--- src/rtl/button_debounce_multi.sv ---
// N-channel push-button conditioner: synchroniser, debounce FSM and edge strobes per channel.
// Optional long-press strobe built only when BUTTON_LONG_PRESS_EN is defined.
module button_debounce_multi #(
   parameter int unsigned N_CH        = 4,
   parameter int unsigned SYNC_STAGES = 2,
   parameter int unsigned DB_CYCLES   = 2_000_000,
   parameter int unsigned LONG_CYCLES = 100_000_000
) (
   input  logic            clk,
   input  logic            reset_n,
   input  logic [N_CH-1:0] noisy,
   output logic [N_CH-1:0] debounce,
   output logic [N_CH-1:0] p_edge,
   output logic [N_CH-1:0] n_edge,
   output logic [N_CH-1:0] any_edge,
   output logic [N_CH-1:0] long_press
);

   if (N_CH < 1 || SYNC_STAGES < 2 || DB_CYCLES < 2 || LONG_CYCLES < 1) begin : g_bad_params
      $error("button_debounce_multi: illegal parameter value");
   end

   localparam int unsigned    CW       = $clog2(DB_CYCLES + 1);
   localparam logic [CW-1:0]  CNT_LAST = CW'(DB_CYCLES - 1);

   typedef enum logic [1:0] {LOW, WAIT_HIGH, HIGH, WAIT_LOW} state_t;

   logic [SYNC_STAGES-1:0] sync_q [N_CH];
   logic [N_CH-1:0]        s;

   state_t          state_q [N_CH];
   state_t          state_d [N_CH];
   logic [CW-1:0]   cnt_q   [N_CH];
   logic [CW-1:0]   cnt_d   [N_CH];

   logic [N_CH-1:0] debounce_q, debounce_d;
   logic [N_CH-1:0] p_edge_q, p_edge_d;
   logic [N_CH-1:0] n_edge_q, n_edge_d;
   logic [N_CH-1:0] any_edge_q, any_edge_d;

   always_comb begin
      for (int unsigned ch = 0; ch < N_CH; ch++) begin
         s[ch] = sync_q[ch][SYNC_STAGES-1];
      end
   end

   always_ff @(posedge clk) begin
      for (int unsigned ch = 0; ch < N_CH; ch++) begin
         if (!reset_n) sync_q[ch] <= '0;
         else          sync_q[ch] <= {sync_q[ch][SYNC_STAGES-2:0], noisy[ch]};
      end
   end

   // State register (FSM state, qualification counter and registered outputs)
   always_ff @(posedge clk) begin
      if (!reset_n) begin
         for (int unsigned ch = 0; ch < N_CH; ch++) begin
            state_q[ch] <= LOW;
            cnt_q[ch]   <= '0;
         end
         debounce_q <= '0;
         p_edge_q   <= '0;
         n_edge_q   <= '0;
         any_edge_q <= '0;
      end else begin
         for (int unsigned ch = 0; ch < N_CH; ch++) begin
            state_q[ch] <= state_d[ch];
            cnt_q[ch]   <= cnt_d[ch];
         end
         debounce_q <= debounce_d;
         p_edge_q   <= p_edge_d;
         n_edge_q   <= n_edge_d;
         any_edge_q <= any_edge_d;
      end
   end

   always_comb begin
      for (int unsigned ch = 0; ch < N_CH; ch++) begin
         state_d[ch] = state_q[ch];
         cnt_d[ch]   = cnt_q[ch];
         unique case (state_q[ch])
            LOW: begin
               cnt_d[ch] = '0;
               if (s[ch]) begin
                  state_d[ch] = WAIT_HIGH;
                  cnt_d[ch]   = CW'(1);
               end
            end
            WAIT_HIGH: begin
               if (!s[ch]) begin
                  state_d[ch] = LOW;
                  cnt_d[ch]   = '0;
               end else if (cnt_q[ch] == CNT_LAST) begin
                  state_d[ch] = HIGH;
                  cnt_d[ch]   = '0;
               end else begin
                  cnt_d[ch]   = cnt_q[ch] + CW'(1);
               end
            end
            HIGH: begin
               cnt_d[ch] = '0;
               if (!s[ch]) begin
                  state_d[ch] = WAIT_LOW;
                  cnt_d[ch]   = CW'(1);
               end
            end
            WAIT_LOW: begin
               if (s[ch]) begin
                  state_d[ch] = HIGH;
                  cnt_d[ch]   = '0;
               end else if (cnt_q[ch] == CNT_LAST) begin
                  state_d[ch] = LOW;
                  cnt_d[ch]   = '0;
               end else begin
                  cnt_d[ch]   = cnt_q[ch] + CW'(1);
               end
            end
            default: begin
               state_d[ch] = LOW;
               cnt_d[ch]   = '0;
            end
         endcase
      end
   end

   // Strobes fire only on a qualified WAIT_* -> stable transition, never on bounce or reset
   always_comb begin
      debounce_d = '0;
      p_edge_d   = '0;
      n_edge_d   = '0;
      any_edge_d = '0;
      for (int unsigned ch = 0; ch < N_CH; ch++) begin
         debounce_d[ch] = (state_d[ch] == HIGH) || (state_d[ch] == WAIT_LOW);
         p_edge_d[ch]   = (state_q[ch] == WAIT_HIGH) && (state_d[ch] == HIGH);
         n_edge_d[ch]   = (state_q[ch] == WAIT_LOW) && (state_d[ch] == LOW);
         any_edge_d[ch] = p_edge_d[ch] | n_edge_d[ch];
      end
   end

   assign debounce = debounce_q;
   assign p_edge   = p_edge_q;
   assign n_edge   = n_edge_q;
   assign any_edge = any_edge_q;

`ifdef BUTTON_LONG_PRESS_EN
   localparam int unsigned   HW       = $clog2(LONG_CYCLES + 1);
   localparam logic [HW-1:0] HOLD_MAX = HW'(LONG_CYCLES);

   logic [HW-1:0]   hold_q [N_CH];
   logic [HW-1:0]   hold_d [N_CH];
   logic [N_CH-1:0] long_q, long_d;

   // Saturating hold count; the pulse marks the single step onto HOLD_MAX
   always_comb begin
      long_d = '0;
      for (int unsigned ch = 0; ch < N_CH; ch++) begin
         hold_d[ch] = hold_q[ch];
         if (!debounce_q[ch])            hold_d[ch] = '0;
         else if (hold_q[ch] != HOLD_MAX) hold_d[ch] = hold_q[ch] + HW'(1);
         long_d[ch] = debounce_q[ch] && (hold_q[ch] == HOLD_MAX - HW'(1));
      end
   end

   always_ff @(posedge clk) begin
      if (!reset_n) begin
         for (int unsigned ch = 0; ch < N_CH; ch++) hold_q[ch] <= '0;
         long_q <= '0;
      end else begin
         for (int unsigned ch = 0; ch < N_CH; ch++) hold_q[ch] <= hold_d[ch];
         long_q <= long_d;
      end
   end

   assign long_press = long_q;
`else
   assign long_press = '0;
`endif

endmodule

--- config.mk ---
export PLATFORM = sky130hd
export DESIGN_NAME = button_debounce_multi
export DESIGN_NICKNAME = d
export VERILOG_FILES = /design/src/rtl/button_debounce_multi.sv
export SDC_FILE = /design/constraint.sdc
export NUM_CORES = 1
export LEC_CHECK = 0
export ABC_AREA = 1
export CAP_MARGIN = 20
export CORE_MARGIN = 2
export CORE_UTILIZATION = 55
export DETAILED_ROUTE_END_ITERATION = 16
export GPL_TIMING_DRIVEN = 0
export MAX_ROUTING_LAYER = met4
export PLACE_DENSITY = 0.74
export SYNTH_ARGS = -nofsm -noshare
export SYNTH_HDL_FRONTEND = slang
export SYNTH_SLANG_ARGS = --single-unit
--- constraint.sdc ---
create_clock -name clk -period 2.68 [get_ports clk]
set_clock_uncertainty 0.05 [all_clocks]
set_input_delay 0.402 -clock clk [delete_from_list [all_inputs] [get_ports clk]]
set_output_delay 0.402 -clock clk [all_outputs]
set_load 0.01 [all_outputs]
-- Word-level counts from Yosys, hierarchy flattened
Memory sizes are Yosys's and may differ from the RTL's.
Index checks and enable logic that the tools add are counted.
W data, S select, Z words.
- flip-flop bits (word level): 16
- RAM bits: 100
- input port bits: 6
- output and inout port bits: 20
- word-level logic and storage cells: 137
- memories kept: 3
- memories (name ; depth ; bits a word ; rd ports ; clocked after memory_dff ; write ports ; line ; text):
    cnt_q ; 4 ; 21 ; 4 ; 0 ; 4 ; 33 ; logic [CW-1:0] cnt_q [N_CH];
    state_q ; 4 ; 2 ; 4 ; 0 ; 4 ; 31 ; state_t state_q [N_CH];
    sync_q ; 4 ; 2 ; 4 ; 0 ; 4 ; 28 ; logic [SYNC_STAGES-1:0] sync_q [N_CH];
- add/subtract/negate cells: 4
- equality and inequality tests: 24
- mux-type cells: 66
- bitwise operators: 16
- reductions and logical operators: 20
- operators by type and width (kind ; count):
    $mux W21 ; 16
    $pmux W21 S4 ; 4
    $add A21 B1 Y21 const B ; 4
    $eq A21 B21 Y1 const B ; 4
    $mux W2 ; 32
    $eq A2 B2 Y1 const B ; 16
    $pmux W2 S4 ; 4
    $logic_not A2 Y1 ; 8
    $or A1 B1 Y1 ; 16
    $mux W1 ; 10
    $eq A2 B1 Y1 const B ; 4
    $logic_and A1 B1 Y1 ; 8
    $logic_or A1 B1 Y1 ; 4

-- Logic depth before layout (Yosys ltp)
An unclocked memory read counts as a cell.
- word-level depth: 8
- gate-level depth with buffers: 9
- mapped depth without buffers: 9

-- Worst setup path after synthesis
Ideal clock, no wire load.
- path type: register -> register
- start point: memory cnt_q[0][0] (netlist bit)
- end point: memory cnt_q[0][11] (netlist bit)
- library setup time: 0.117 ns
- arrival: 1.311 ns
- required time: 2.513 ns
- setup slack: 1.202 ns
- stages on the path, launching flop included: 10
- buffers on the path: 1
- period minus slack after synthesis: 1.478 ns
- cells stage by stage: dfxtp_1 > ha_1 > nand3_2 > nor2_1 > nand3_1 > nor2_2 > nor2_2 > inv_2 > buf_6 > nor2_1
- RTL lines (what ; line):
    start, declared ; 33

-- Final worst setup path
- start point: register any_edge_q[3], in the netlist any_edge[3]
- end point: output port any_edge[3]
- RTL lines (what ; line ; text):
    start, declared ; 39 ; logic [N_CH-1:0] any_edge_q, any_edge_d;
    start signal, assigned ; 73 ; any_edge_q <= any_edge_d;
    end, declared ; 15 ; output logic [N_CH-1:0] any_edge,
No word-level cell between the ends.

==> results.cfg <==
[outcome]
status = finished, final reports clean

[place]
post-place-ws_ns = 0.641
io_buffer_count = 21
gp_congestion = 0.922
dp_hpwl_um = 8530
placed_cell_area_um2 = 5960

[clock_tree]
post_cts_buffers = 0
cts_tree = done
cts_made_buffers = 17
clk_latency_ns = 0.52
htree_levels = 4
clockBufferDepth = 2
cts_root_buffer = clkbuf_8
cts_resized = 0
cts_sinks = 116
path_clk_slew_ns = 0.06
hold_buffers = 0

[pwr]
power.density_nw_per_um2 = 611
leakage_nw = 2.44
peakVddDrop_v = 0.000539

[setup_path]
crit_chain = clkdlybuf4s50_1
end_kind = output port
crit_path_top_delay_cell = clkdlybuf4s50_1
r2r_slack_ns = 0.92
path_buf_inv = 1
crit_type = reg2out
critPathMaxFanout = 1
crit_cells = 1
r2r_cells = 8
critPathMaxStageDelay_ns = 0.53
crit_arrival_ns = 1.37
cp-start-kind = register
cp_top_family = buffers and inverters
required_ns = 2.23
endpoint = any_edge[3]
reg2reg_from = cnt_q[3][0]
regToRegEndpoint = cnt_q[3][17]
critPathLaunch = any_edge[3]

[synth]
syn_avg_cell_area_um2 = 6.59
synth.distinct_cells = 28
synthTopCellsByArea = dfxtp_1 42%, nor2_1 15%, nand2_1 14%
ys_warn_count = 0
syn-cell-area_um2 = 5570
synth_edf_count = 0
async_reset_ff_share_pct = 0
synthFlopType = dfxtp_1
synth_most_common_cell = nor2_1
yosysTopAreaCell = dfxtp_1
ys_ff_latch = 116
ys_seq_area_share_pct = 41.7
synth_top_area_share_pct = 41.7
synthCells = 846
synthTopCellsByCount = 227 x nor2_1, 213 x nand2_1, 116 x dfxtp_1

[global_routing]
grt_overflow_total = 0
grt_pass1_wl_um = 20300
grt_pass1_vias = 4812
grt_antenna_before_repair = 0
grt_use_total_pct = 23.2
grt_start_max_net_pins = 17

[floorplanning]
core-area_um2 = 9820
io_pins = 26
num_rows = 36
initial_core_util_pct = 56.7
die_y_um = 105
die_w_um = 105
dieArea_um2 = 11000

[timing]
post-route-period-util_pct = 67.9
period_needed_ns = 1.82
hold_viol = 0
setup_viol = 0
fmax_ghz = 0.550
finalMaxSlewViolations = 0
hold_ws_ns = 0.362
tns_ns = 0
fin_ws_ns = 0.860
grt_setup_unrepaired = no

[detailed_routing]
totalWireLength_um = 11700
drtPass1Iterations = 5
antenna_left = 0
drtIter0Drc = 207
num_vias = 5052
drcViolationCount = 0
vias_per_cell = 4.88
post_drt_wl_per_cell_um = 11.3

[final_layout]
final_area_um2 = 6550
num_antenna_cells = 0
drive_gt1_share_pct = 6.65
layout-area-overhead-vs-synth_pct = 17.5
fillCellCount = 884
finalNetCount = 899

[flow_run]
max_cap_violations = 0

[min_path]
min_path_type = reg2reg
==> flip-flops by register name, indices dropped and copies added, names as in the netlist <==
signal    cells
state_q       8
n_edge        4
debounce      4
sync_q        8
any_edge      4
cnt_q        84
p_edge        4
==> routing by layer <==
metal	global-route usage (%)	vias up	share of wire, %
met5	-	-	0
met4	9.81	0	1.8
met3	5.86	23	4.2
met2	38.6	101	47
met1	26.7	2262	47
li1	-	2666	-
==> where the power goes <==
part	internal [W]	switching (W)	total [W]
clock	0.00143	0.000790	0.00222
combinational	0.0000175	0.0000226	0.0000400
sequential	0.00173	0.00000589	0.00174
total	0.00318	0.000818	0.00400
==> cells by family after synthesis <==
logic type,count (synthesis),share of synthesized area [%]
AND/OR/NAND/NOR,541,40.0
buffers and inverters,125,9.07
flip-flops,116,41.7
XOR/XNOR,43,6.76
AO/OA/AOI/OAI,16,1.50
adder cells (fa/ha/maj),4,0.898
other,1,0.0673
==> final cells by class <==
cell class	count	area (um^2)	area share (%)
Tap cell	133	166	2.54
Sequential cell	116	2320	35.5
Timing Repair Buffer	21	210	3.21
Inverter	114	428	6.53
Clock buffer	18	428	6.53
Multi-Input combinational cell	608	2760	42.1
Clock inverter	14	161	2.46
Buffer	11	77.6	1.18
==> cell usage in the layout (no fill, tap or decap), types with 7 or more instances in the layout <==
| master | n |
|---|---|
| clkdlybuf4s50_1 | 21 |
| nor2_2 | 7 |
| nand2_1 | 213 |
| inv_1 | 113 |
| xor2_1 | 31 |
| nor3_1 | 17 |
| xnor2_1 | 12 |
| dfxtp_1 | 116 |
| nor2_1 | 227 |
| clkbuf_16 | 16 |
| buf_4 | 7 |
| a21oi_1 | 8 |
| nand4_1 | 16 |
| nand3_1 | 48 |
==> worst min-delay path by stage <==
| stage | to | from | slack, ns | depth (start not counted) |
|---|---|---|---|---|
| floorplan | sync_q[0][1] | sync_q[0][0] | 0.34 | 2 |
| global placement | sync_q[3][1] | sync_q[3][0] | 0.34 | 2 |
| detailed placement | sync_q[2][1] | sync_q[2][0] | 0.36 | 2 |
| CTS | sync_q[2][0] | noisy[2] | 0.36 | 3 |
| global route | sync_q[3][1] | sync_q[3][0] | 0.39 | 2 |
| finish | sync_q[2][1] | sync_q[2][0] | 0.36 | 2 |
==> worst min-delay path, stage by stage (launching register included) <==
cell and delay (ns):
dfxtp_1 0.30, nand2_1 0.05, inv_1 0.04
==> per-stage QoR <==
stage	cells	utilization (%)	power, W
global route	1035	66.7	0.00412
floorplan	849	-	0.00180
finish	1035	66.7	0.00400
CTS	1035	66.7	0.00403
global placement	1003	60.7	0.00182
detailed placement	1003	60.7	0.00182
Power figures use the tool's default switching activity.
